--- config.mk ---
export PLATFORM = sky130hd
export DESIGN_NAME = cordic_access_arbiter_flat
export DESIGN_NICKNAME = d
export VERILOG_FILES = /design/src/rtl/cordic_access_arbiter_pkg.sv /design/src/rtl/cordic_access_arbiter_if.sv /design/src/rtl/cordic_access_arbiter_rr_priority_picker.sv /design/src/rtl/cordic_access_arbiter.sv /design/src/flat_wrapper.sv
export SDC_FILE = /design/constraint.sdc
export NUM_CORES = 1
export LEC_CHECK = 0
export ABC_CLOCK_PERIOD_IN_PS = 4400
export BUFFER_PORTS_ARGS = -buffer_cell sky130_fd_sc_hd__buf_2
export CORE_ASPECT_RATIO = 0.8
export CORE_MARGIN = 3
export CORE_UTILIZATION = 57
export CTS_CLUSTER_SIZE = 20
export DETAILED_ROUTE_END_ITERATION = 10
export PLACE_DENSITY = 0.86
export SYNTH_ARGS = -nofsm -noshare
export SYNTH_HDL_FRONTEND = slang
export SYNTH_SLANG_ARGS = --single-unit
--- constraint.sdc ---
create_clock -name clk -period 4.4 [get_ports clk]
set_clock_uncertainty 0.2 [all_clocks]
set_input_delay 0.66 -clock clk [delete_from_list [all_inputs] [get_ports clk]]
set_output_delay 0.66 -clock clk [all_outputs]
set_load 0.05 [all_outputs]
--- src/rtl/cordic_access_arbiter_pkg.sv ---
// rtl/cordic_access_arbiter_pkg.sv - shared sizes, client codes and FSM state type for the CORDIC arbiter
//
// Purpose: the constants here are shared with the CORDIC input mux, which
// decodes `block` with the same CLIENT_* codes. Keep both in step.

package cordic_access_arbiter_pkg;

    localparam int NUM_CLIENTS = 6;
    localparam int SEL_WIDTH   = 3;

    // Client index == mux `block` code.
    localparam logic [SEL_WIDTH-1:0] CLIENT_GSO   = 3'd0;
    localparam logic [SEL_WIDTH-1:0] CLIENT_NORM  = 3'd1;
    localparam logic [SEL_WIDTH-1:0] CLIENT_UPDT  = 3'd2;
    localparam logic [SEL_WIDTH-1:0] CLIENT_EST   = 3'd3;
    localparam logic [SEL_WIDTH-1:0] CLIENT_CONV  = 3'd4;
    localparam logic [SEL_WIDTH-1:0] CLIENT_THETA = 3'd5;

    typedef enum logic [1:0] {
        ST_IDLE    = 2'd0,
        ST_OWN     = 2'd1,
        ST_HOLDOFF = 2'd2
    } arb_state_t;

endpackage

--- src/rtl/cordic_access_arbiter_if.sv ---
// rtl/cordic_access_arbiter_if.sv - request/grant/done bundle between the clients and the CORDIC arbiter
//
// Signals:
//   en              arbitration enable (gates new grants only)
//   req             level request per client
//   release_pulse   one-cycle release pulse per client ("release" is a reserved word)
//   cordic_vec_done vectoring-mode done pulse from the CORDIC
//   cordic_rot_done rotation-mode done pulse from the CORDIC
//   grant           one-hot ownership
//   block           CORDIC mux select
//   mux_en          CORDIC mux enable
//   busy            high while any client owns the CORDIC
//   vec_done_out    vectoring done routed to the owner
//   rot_done_out    rotation done routed to the owner
//   timeout_err     one-cycle pulse on watchdog revoke
//   timeout_client  last revoked owner
// Modports: master = client side / environment, slave = arbiter.

interface cordic_access_arbiter_if;
    import cordic_access_arbiter_pkg::*;

    logic                   en;
    logic [NUM_CLIENTS-1:0] req;
    logic [NUM_CLIENTS-1:0] release_pulse;
    logic                   cordic_vec_done;
    logic                   cordic_rot_done;
    logic [NUM_CLIENTS-1:0] grant;
    logic [SEL_WIDTH-1:0]   block;
    logic                   mux_en;
    logic                   busy;
    logic [NUM_CLIENTS-1:0] vec_done_out;
    logic [NUM_CLIENTS-1:0] rot_done_out;
    logic                   timeout_err;
    logic [SEL_WIDTH-1:0]   timeout_client;

    modport master (
        output en, req, release_pulse, cordic_vec_done, cordic_rot_done,
        input  grant, block, mux_en, busy, vec_done_out, rot_done_out,
               timeout_err, timeout_client
    );

    modport slave (
        input  en, req, release_pulse, cordic_vec_done, cordic_rot_done,
        output grant, block, mux_en, busy, vec_done_out, rot_done_out,
               timeout_err, timeout_client
    );

endinterface

--- src/rtl/cordic_access_arbiter_rr_priority_picker.sv ---
// rtl/cordic_access_arbiter_rr_priority_picker.sv - combinational round-robin winner search
//
// Ports:
//   req        in  request vector
//   last_owner in  index of the previous owner; search starts just above it
//   winner     out index of the first requester found, wrapping at NUM_CLIENTS
//   valid      out at least one request present

module rr_priority_picker
    import cordic_access_arbiter_pkg::*;
(
    input  logic [NUM_CLIENTS-1:0] req,
    input  logic [SEL_WIDTH-1:0]   last_owner,
    output logic [SEL_WIDTH-1:0]   winner,
    output logic                   valid
);

    // Scan from the farthest offset down to the nearest so the requester
    // closest above last_owner is the last one written, hence the winner.
    // last_owner itself sits at offset NUM_CLIENTS, i.e. lowest priority.
    always_comb begin
        winner = '0;
        valid  = 1'b0;
        for (int off = NUM_CLIENTS; off >= 1; off--) begin
            int idx;
            idx = (int'(last_owner) + off) % NUM_CLIENTS;
            if (req[idx]) begin
                winner = SEL_WIDTH'(idx);
                valid  = 1'b1;
            end
        end
    end

endmodule

--- src/rtl/cordic_access_arbiter.sv ---
// rtl/cordic_access_arbiter.sv - round-robin CORDIC ownership arbiter with done routing and watchdog
//
// Ports:
//   clk   in  system clock
//   nrst  in  asynchronous active-low reset
//   bus   slave side of cordic_access_arbiter_if (requests, releases, CORDIC
//         done pulses in; grant/block/mux_en/busy, routed dones, watchdog out)
// Parameter TIMEOUT_CYCLES: OWN cycles without a done pulse before revoke.

module cordic_access_arbiter
    import cordic_access_arbiter_pkg::*;
#(
    parameter int TIMEOUT_CYCLES = 1024
) (
    input  logic                    clk,
    input  logic                    nrst,
    cordic_access_arbiter_if.slave  bus
);

    localparam int              WD_W    = $clog2(TIMEOUT_CYCLES);
    localparam logic [WD_W-1:0] WD_LAST = WD_W'(TIMEOUT_CYCLES - 1);

    arb_state_t             state_q, state_n;
    logic [NUM_CLIENTS-1:0] grant_q, grant_n;
    logic [SEL_WIDTH-1:0]   block_q, block_n;
    logic                   mux_en_q, mux_en_n;
    logic [SEL_WIDTH-1:0]   last_owner_q, last_owner_n;
    logic [WD_W-1:0]        wd_q, wd_n;
    logic                   terr_q, terr_n;
    logic [SEL_WIDTH-1:0]   tclient_q, tclient_n;

    logic [SEL_WIDTH-1:0]   pick_winner;
    logic                   pick_valid;
    logic                   rel_hit;
    logic                   done_any;

    rr_priority_picker u_picker (
        .req        (bus.req),
        .last_owner (last_owner_q),
        .winner     (pick_winner),
        .valid      (pick_valid)
    );

    // Only the owner's release bit counts; grant is zero outside OWN.
    assign rel_hit  = |(bus.release_pulse & grant_q);
    assign done_any = bus.cordic_vec_done | bus.cordic_rot_done;

    always_ff @(posedge clk or negedge nrst) begin
        if (!nrst) begin
            state_q      <= ST_IDLE;
            grant_q      <= '0;
            block_q      <= CLIENT_GSO;
            mux_en_q     <= 1'b0;
            last_owner_q <= CLIENT_THETA;   // client 0 wins the first round
            wd_q         <= '0;
            terr_q       <= 1'b0;
            tclient_q    <= '0;
        end else begin
            state_q      <= state_n;
            grant_q      <= grant_n;
            block_q      <= block_n;
            mux_en_q     <= mux_en_n;
            last_owner_q <= last_owner_n;
            wd_q         <= wd_n;
            terr_q       <= terr_n;
            tclient_q    <= tclient_n;
        end
    end

    always_comb begin
        state_n      = state_q;
        grant_n      = grant_q;
        block_n      = block_q;
        mux_en_n     = mux_en_q;
        last_owner_n = last_owner_q;
        wd_n         = wd_q;
        terr_n       = 1'b0;
        tclient_n    = tclient_q;

        case (state_q)
            // last_owner already holds the previous owner when HOLDOFF is
            // entered, so IDLE and HOLDOFF arbitrate identically; HOLDOFF
            // just never lingers, which gives exactly one dead cycle.
            ST_IDLE, ST_HOLDOFF: begin
                grant_n  = '0;
                mux_en_n = 1'b0;
                state_n  = ST_IDLE;
                if (bus.en && pick_valid) begin
                    state_n  = ST_OWN;
                    grant_n  = NUM_CLIENTS'(1) << pick_winner;
                    block_n  = pick_winner;
                    mux_en_n = 1'b1;
                    wd_n     = '0;
                end
            end

            ST_OWN: begin
                if (rel_hit) begin
                    state_n      = ST_HOLDOFF;
                    grant_n      = '0;
                    mux_en_n     = 1'b0;
                    last_owner_n = block_q;
                end else if (done_any) begin
                    wd_n = '0;
                end else if (wd_q == WD_LAST) begin
                    state_n      = ST_HOLDOFF;
                    grant_n      = '0;
                    mux_en_n     = 1'b0;
                    last_owner_n = block_q;
                    terr_n       = 1'b1;
                    tclient_n    = block_q;
                end else if (wd_q != '1) begin
                    wd_n = wd_q + 1'b1;
                end
            end

            default: begin
                state_n  = ST_IDLE;
                grant_n  = '0;
                mux_en_n = 1'b0;
            end
        endcase
    end

    assign bus.grant          = grant_q;
    assign bus.block          = block_q;
    assign bus.mux_en         = mux_en_q;
    assign bus.busy           = mux_en_q;
    assign bus.vec_done_out   = grant_q & {NUM_CLIENTS{bus.cordic_vec_done}};
    assign bus.rot_done_out   = grant_q & {NUM_CLIENTS{bus.cordic_rot_done}};
    assign bus.timeout_err    = terr_q;
    assign bus.timeout_client = tclient_q;

endmodule

--- src/flat_wrapper.sv ---
// flat-port wrapper written by rule: the top's interface ports become plain ports
module cordic_access_arbiter_flat import cordic_access_arbiter_pkg::*;
#(
    parameter int TIMEOUT_CYCLES = 1024
)
  (clk, nrst, bus_en, bus_req, bus_release_pulse, bus_cordic_vec_done, bus_cordic_rot_done, bus_grant, bus_block, bus_mux_en, bus_busy, bus_vec_done_out, bus_rot_done_out, bus_timeout_err, bus_timeout_client);
  cordic_access_arbiter_if bus_i ();
  input  logic clk;
  input  logic nrst;
  input wire logic [$bits(bus_i.en)-1:0] bus_en;
  input wire logic [$bits(bus_i.req)-1:0] bus_req;
  input wire logic [$bits(bus_i.release_pulse)-1:0] bus_release_pulse;
  input wire logic [$bits(bus_i.cordic_vec_done)-1:0] bus_cordic_vec_done;
  input wire logic [$bits(bus_i.cordic_rot_done)-1:0] bus_cordic_rot_done;
  output wire logic [$bits(bus_i.grant)-1:0] bus_grant;
  output wire logic [$bits(bus_i.block)-1:0] bus_block;
  output wire logic [$bits(bus_i.mux_en)-1:0] bus_mux_en;
  output wire logic [$bits(bus_i.busy)-1:0] bus_busy;
  output wire logic [$bits(bus_i.vec_done_out)-1:0] bus_vec_done_out;
  output wire logic [$bits(bus_i.rot_done_out)-1:0] bus_rot_done_out;
  output wire logic [$bits(bus_i.timeout_err)-1:0] bus_timeout_err;
  output wire logic [$bits(bus_i.timeout_client)-1:0] bus_timeout_client;
  assign bus_i.en = bus_en;
  assign bus_i.req = bus_req;
  assign bus_i.release_pulse = bus_release_pulse;
  assign bus_i.cordic_vec_done = bus_cordic_vec_done;
  assign bus_i.cordic_rot_done = bus_cordic_rot_done;
  assign bus_grant = bus_i.grant;
  assign bus_block = bus_i.block;
  assign bus_mux_en = bus_i.mux_en;
  assign bus_busy = bus_i.busy;
  assign bus_vec_done_out = bus_i.vec_done_out;
  assign bus_rot_done_out = bus_i.rot_done_out;
  assign bus_timeout_err = bus_i.timeout_err;
  assign bus_timeout_client = bus_i.timeout_client;
  cordic_access_arbiter #(.TIMEOUT_CYCLES(TIMEOUT_CYCLES)) u_core (.clk(clk), .nrst(nrst), .bus(bus_i));
endmodule
* Yosys cells after proc, flatten, opt, wreduce, memory -nomap -nowiden
Cells that the tools add are included.
** Word-level totals
- RAM bits :: 0
- Latch bits :: 0
- Memories kept :: 0
- Output and inout bits :: 27
- Register bits :: 29
- Bits in read-only memories :: 0
** Operators by class
- Equality and inequality tests :: 11
- Divide/modulo/power cells :: 6
- Multipliers :: 0
- $add $sub $neg :: 7
- Bitwise gates (word level) :: 6
- $lt $le $gt $ge :: 6
- Shift-type cells :: 1
- Mux-type cells :: 58
- Reductions and logical operators :: 11
** Operators by type and width (count)
- less-than comparator 32 x 5 -> 1 bit (second input constant) :: 6
- remainder unit 32 x 4 -> 32 bit (second input constant) :: 6
- 2-to-1 mux 10 bit :: 5
- 2-to-1 mux 1 bit :: 27
- 2-to-1 mux 3 bit :: 9
- 2-to-1 mux 6 bit :: 4
- one-hot mux 10 bit (2 select lines) :: 1
- bitwise AND 6 bit :: 3
- binary-select mux 1 bit (select 3 bit) :: 6
- adder 3 x 3 -> 4 bit (second input constant) :: 3
- one-hot mux 6 bit (2 select lines) :: 1
- adder 10 x 1 -> 10 bit (second input constant) :: 1
- equality test 10 bit (second input constant) :: 1
- != test 10 bit (second input constant) :: 1
- adder 3 x 2 -> 4 bit (second input constant) :: 2
- 2-to-1 mux 2 bit :: 3
- != test 3 x 1 -> 1 bit (second input constant) :: 2
- != test 3 x 2 -> 1 bit (second input constant) :: 2
- OR reduction 6 bit :: 1
- << shifter 1 x 3 -> 6 bit (first input constant) :: 1
- AND reduction 5 bit :: 1
- adder 3 x 1 -> 4 bit (second input constant) :: 1
- != test 2 x 1 -> 1 bit (second input constant) :: 2
- one-hot mux 2 bit (2 select lines) :: 1
- 13 further kinds :: 16

* Longest topological paths before layout
- Depth in word-level cells :: 14
- Gate-level depth with buffers :: 15
- Mapped depth without buffers :: 12

* Cells and area by module
Synthesis repeated with hierarchy kept, for this count alone.
** Second synthesis, totals
- Cells, all modules :: 258
- Area total of the unflattened synthesis :: 2263.4 µm²
** By module, submodules not included
- cordic_access_arbiter :: area an instance 1443.9 µm², times used 1, cells each 138
- rr_priority_picker :: area an instance 819.5 µm², times used 1, cells each 120

* Worst setup path before layout
Ideal clock, no wire load.
- Kind :: reg2reg
- From :: register u_core.last_owner_q[0]
- To :: register u_core.grant_q[4], in the netlist u_core.bus.grant[4]
- Cell stages (with the launch flop) :: 15
- Library setup time :: 0.095 ns
- Slack :: 0.882 ns
- Arrival time :: 3.222 ns
- Period minus slack after synthesis :: 3.518 ns
- Buffers on the path :: 2
- Cells stage by stage :: dfstp_2 buf_6 buf_6 inv_1 ha_1 xor2_2 inv_2 ha_1 nand2b_1 o211ai_1 a21o_1 nand3_2 o2bb2ai_1 o32a_1 o31ai_1
** Between the ends
- Word-level cells in the longest chain between the ends :: 14
** RTL lines
- start, declared :: line cordic_access_arbiter.sv:27 : logic [SEL_WIDTH-1:0] last_owner_q, last_owner_n;
- start signal, assigned :: line cordic_access_arbiter.sv:63 : last_owner_q <= last_owner_n;
- adder 3 x 3 -> 4 bit :: line cordic_access_arbiter_rr_priority_picker.sv:26 : idx = (int'(last_owner) + off) % NUM_CLIENTS;
- remainder unit 32 x 4 -> 32 bit :: line cordic_access_arbiter_rr_priority_picker.sv:26
- binary-select mux 1 bit (select 3 bit) :: line cordic_access_arbiter_rr_priority_picker.sv:27 : if (req[idx]) begin
- 2-to-1 mux 1 bit (implied by the code) (2 in series) :: line cordic_access_arbiter_rr_priority_picker.sv:27
- 2-to-1 mux 3 bit / 2-to-1 mux 1 bit (equally long branches) (6 in series) :: line cordic_access_arbiter_rr_priority_picker.sv:27
- << shifter 1 x 3 -> 6 bit / logical AND 1 bit (equally long branches) :: line cordic_access_arbiter.sv:90, cordic_access_arbiter.sv:88
- 2-to-1 mux 6 bit (*) :: line cordic_access_arbiter.sv:88 : if (bus.en && pick_valid) begin
- one-hot mux 6 bit (2 select lines) (*) :: line cordic_access_arbiter.sv:80 : case (state_q)
- end signal, assigned :: line cordic_access_arbiter.sv:60 : grant_q <= grant_n;
- end, declared :: line cordic_access_arbiter.sv:24 : logic [NUM_CLIENTS-1:0] grant_q, grant_n;
Mark *: on every way between the ends. The rest lies on a longest branch, timed or not. The select of a mux whose other input is x is not followed.
A chain may end at the register's enable or synchronous reset.

* Final worst setup path
- From :: register u_core.last_owner_q[2]
- To :: register u_core.grant_q[2], in the netlist u_core.bus.grant[2]
The elaborated chain is that of the path after synthesis.

==> impl_metrics.py <==
metrics = {
    "status": {
        "status": "finished, final reports clean",
    },
    "worst_setup_path": {
        "critPathArrivalTime_ns": 3.84,
        "crit_chain": "inv_1 > ha_1 > a21o_1 > ha_1 > nand2b_1 > o21ai_0 > o32a_1 > nand3_2 > o311ai_4 > a211oi_1 > a22o_1",
        "cp_slowest_stage_delay_ns": 0.65,
        "crit_buf_inv": 1,
        "cp_num_cells": 11,
        "required_ns": 4.37,
        "crit_top_cell": "ha_1",
        "r2r_cells": 11,
        "critical-path-top-delay-family": "compound AO/OA/AOI/OAI gates",
        "critPathKind": "flip-flop to flip-flop",
        "critPathCaptureType": "flip-flop",
        "crit_fanout": 14,
        "cp-start-kind": "flip-flop",
        "crit_slowest_cell": "dfstp_2",
    },
    "clock_tree": {
        "cts_resized": 0,
        "post-cts-setup-buffers": 0,
        "clock-sinks": 28,
        "cts.clk_slew.worst_paths_ns": 0.10,
        "cts_tree": "done",
        "cts_made_buffers": 3,
        "htreeDepth": 1,
        "hold_buffers": 0,
        "ctsLongestPathBuffers": 2,
        "root_buffer": "clkbuf_8",
        "clk_latency_ns": 0.27,
    },
    "place": {
        "placed_area_um2": 2690,
        "place_inst": 370,
        "gp_congestion": 0.950,
        "place_hpwl_um": 4520,
        "io_buffers": 43,
    },
    "detailed_routing": {
        "firstDrtPassIters": 5,
        "vias": 2358,
        "drt_iter0_drc": 280,
        "wirelength_um": 5890,
        "via_per_inst": 6.30,
        "wl_per_cell_um": 15.7,
        "drc_errors": 0,
        "ant_nets": 0,
    },
    "sta": {
        "period_needed_ns": 3.87,
        "rsz0062_at_grt": "false",
        "post-route-period-util_pct": 88.0,
        "finalSetupViolCount": 0,
        "fin_setup_tns_ns": 0,
        "final-hold-violation-count": 0,
        "fmax_mhz": 258,
        "drv_slew": 0,
        "worstMarginPinSlew_ns": 0.845,
        "max_slew_margin_pct": 43.5,
    },
    "yosys": {
        "async_reset_ff_share_pct": 100,
        "synth.net_count": 311,
        "syn_inst": 283,
        "yosysSeqAreaShare_pct": 28.4,
        "synth_edf_count": 0,
        "synth_flop_cell": "dfrtp_1",
        "yosysWarningCount": 0,
        "synth.cell_area_um2": 2480,
        "syn_area_per_cell_um2": 8.75,
        "synth_cell_types": 67,
        "synth-seq-cells": 28,
    },
    "cells_and_area": {
        "fin_area_um2": 2750,
        "fin_cells": 374,
        "fin_nets": 348,
        "n_antenna_cell": 0,
        "syn_to_final_growth_pct": 11.0,
        "drive_gt1_share_pct": 24.5,
    },
    "global_routing": {
        "grt_start_max_net_pins": 29,
        "grt_usage_pct": 23.8,
        "antenna_found_initial": 0,
        "grt_pass1_wl_um": 9870,
        "gr-total-overflow": 0,
        "grt_pass1_vias": 2110,
    },
    "run": {
        "maxCapViolCount": 0,
    },
    "power_and_ir_drop": {
        "peakVddDrop_mv": 0.166,
        "pwr_density_cell_nw_per_um2": 173,
        "total_power_uw": 475,
        "leakagePower_nw": 1.28,
    },
    "floorplanning": {
        "die_w_um": 79.7,
        "die_h_um": 65.0,
        "initial_core_util_pct": 62.2,
        "num_rows": 20,
        "die_area_um2": 5180,
        "core_um2": 3980,
        "ios": 44,
    },
    "hold_path": {
        "min_path_type": "input pin to asynchronous set/reset pin",
    },
}
==> report_power, final <==
part / internal (mW) / switching (mW) / leakage, nW / total, mW
sequential: 0.258 / 0.000875 / 0.372 / 0.259
combinational: 0.0222 / 0.0367 / 0.877 / 0.0589
clock: 0.0801 / 0.0766 / 0.0288 / 0.157
total: 0.360 / 0.114 / 1.28 / 0.475
==> stage by stage <==
stage | hold WS [ns] | setup WS, ns | utilization (%)
6_report | 0.177 | 0.527 | 69.1
5_1_grt | 0.216 | 0.214 | 69.1
2_1_floorplan | 0.164 | 0.882 | -
4_1_cts | 0.200 | 0.528 | 69.1
3_3_place_gp | 0.287 | 0.721 | 67.7
3_5_place_dp | 0.277 | 0.565 | 67.7
==> state kept, by name, indices dropped and copies added (netlist names) <==
register and cells:
u_core.bus.timeout_err 1, u_core.state_q 2, u_core.bus.grant 6, u_core.wd_q 10, u_core.bus.timeout_client 3, u_core.bus.block 3, u_core.last_owner_q 3
==> metal layers <==
layer	vias to the layer above	wire, um	global-route usage (%)
li1	1121	-	-
met1	1110	2790	35.5
met2	119	2480	36.7
met3	8	575	3.61
met4	0	45	4.29
met5	-	0	0
==> cell usage after synthesis (2+ instances only) <==
| library cell | n | area [um2] |
|---|---|---|
| mux4_2 | 2 | 45.0 |
| and3_1 | 7 | 43.8 |
| nand4_1 | 4 | 25.0 |
| a21boi_1 | 2 | 15.0 |
| dfrtp_1 | 26 | 651 |
| a21oi_1 | 13 | 65.1 |
| nor2_1 | 22 | 82.6 |
| nor2b_1 | 8 | 50.1 |
| nand3_2 | 2 | 20.0 |
| mux2i_1 | 4 | 40.0 |
| a211oi_1 | 3 | 22.5 |
| nand2b_1 | 5 | 31.3 |
| ha_1 | 11 | 138 |
| o221ai_1 | 3 | 26.3 |
| buf_4 | 3 | 22.5 |
| a22oi_1 | 4 | 30.0 |
| nor4_1 | 2 | 12.5 |
| a2111oi_0 | 2 | 17.5 |
| o31ai_1 | 5 | 37.5 |
| nand2_1 | 15 | 56.3 |
| o21ai_1 | 13 | 65.1 |
| a21o_1 | 4 | 30.0 |
| inv_1 | 17 | 63.8 |
| a32oi_1 | 2 | 17.5 |
| o211ai_1 | 7 | 52.6 |
| nor3_1 | 3 | 15.0 |
| clkbuf_1 | 4 | 15.0 |
| and2_1 | 13 | 81.3 |
| mux2_2 | 6 | 67.6 |
| mux2_1 | 2 | 22.5 |
| nand3_1 | 19 | 95.1 |
| mux2i_2 | 2 | 27.5 |
| o32a_1 | 2 | 20.0 |
| o21ai_0 | 6 | 30.0 |
| dfstp_2 | 2 | 52.6 |
| inv_2 | 3 | 11.3 |
| a211o_1 | 2 | 17.5 |
| buf_2 | 2 | 10.0 |
| a22o_1 | 2 | 17.5 |
| buf_6 | 2 | 22.5 |
==> final timing paths <==
check,start,endpoint,slack [ns]
hold / removal,nrst,u_core.bus.grant[1],0.18
min in group clk,u_core.bus.timeout_client[2],u_core.bus.timeout_client[2],0.31
hold reg to reg,u_core.bus.timeout_client[2],u_core.bus.timeout_client[2],0.31
max in group asynchronous,nrst,u_core.bus.block[1],3.42
setup reg to reg,u_core.last_owner_q[2],u_core.bus.grant[2],0.53
setup / recovery,u_core.last_owner_q[2],u_core.bus.grant[2],0.53
==> final cells by class <==
class / count / area (um2)
Multi-Input combinational cell: 223 / 1620
Timing Repair Buffer: 44 / 223
Tap cell: 55 / 68.8
Fill cell: 322 / 1230
Inverter: 20 / 75.1
Sequential cell: 28 / 703
Clock buffer: 4 / 55.1
==> worst reg2reg max path: cells and delay by family (launching register included) <==
| kind | cells | cell delay (ns) |
|---|---|---|
| AO/OA/AOI/OAI | 6 | 1.94 |
| AND/OR/NAND/NOR | 2 | 0.32 |
| buffers and inverters | 1 | 0.07 |
| flip-flops | 1 | 0.65 |
| adder cells (fa/ha/maj) | 2 | 0.60 |
==> cells by family (layout without fill, tap and decap cells) <==
kind of cell | after synthesis | in the layout | synth area share, %
xor gates and xnor gates | 2 | 2 | 1.01
muxes | 16 | 16 | 8.19
adders and majority gates | 11 | 11 | 5.56
DFF | 28 | 28 | 28.4
buffers and inverters | 32 | 68 | 6.01
AOI/OAI and AO/OA | 85 | 85 | 26.9
and+or+nand+nor | 109 | 109 | 24.0
==> cells in the final DEF (no fill, tap or decap), drive strengths merged, types with 3 or more instances in the layout <==
master,n
a2111oi,3
a211oi,4
a21boi,3
a21o,4
a21oi,14
a22oi,4
and2,13
and3,8
buf,44
clkbuf,4
dfrtp,26
ha,11
inv,20
mux2,8
mux2i,6
nand2,15
nand2b,5
nand3,21
nand4,4
nor2,22
nor2b,8
nor3,3
o211ai,7
o21ai,20
o221ai,3
o31ai,6
or2,3
Power figures use the tool's default switching activity.
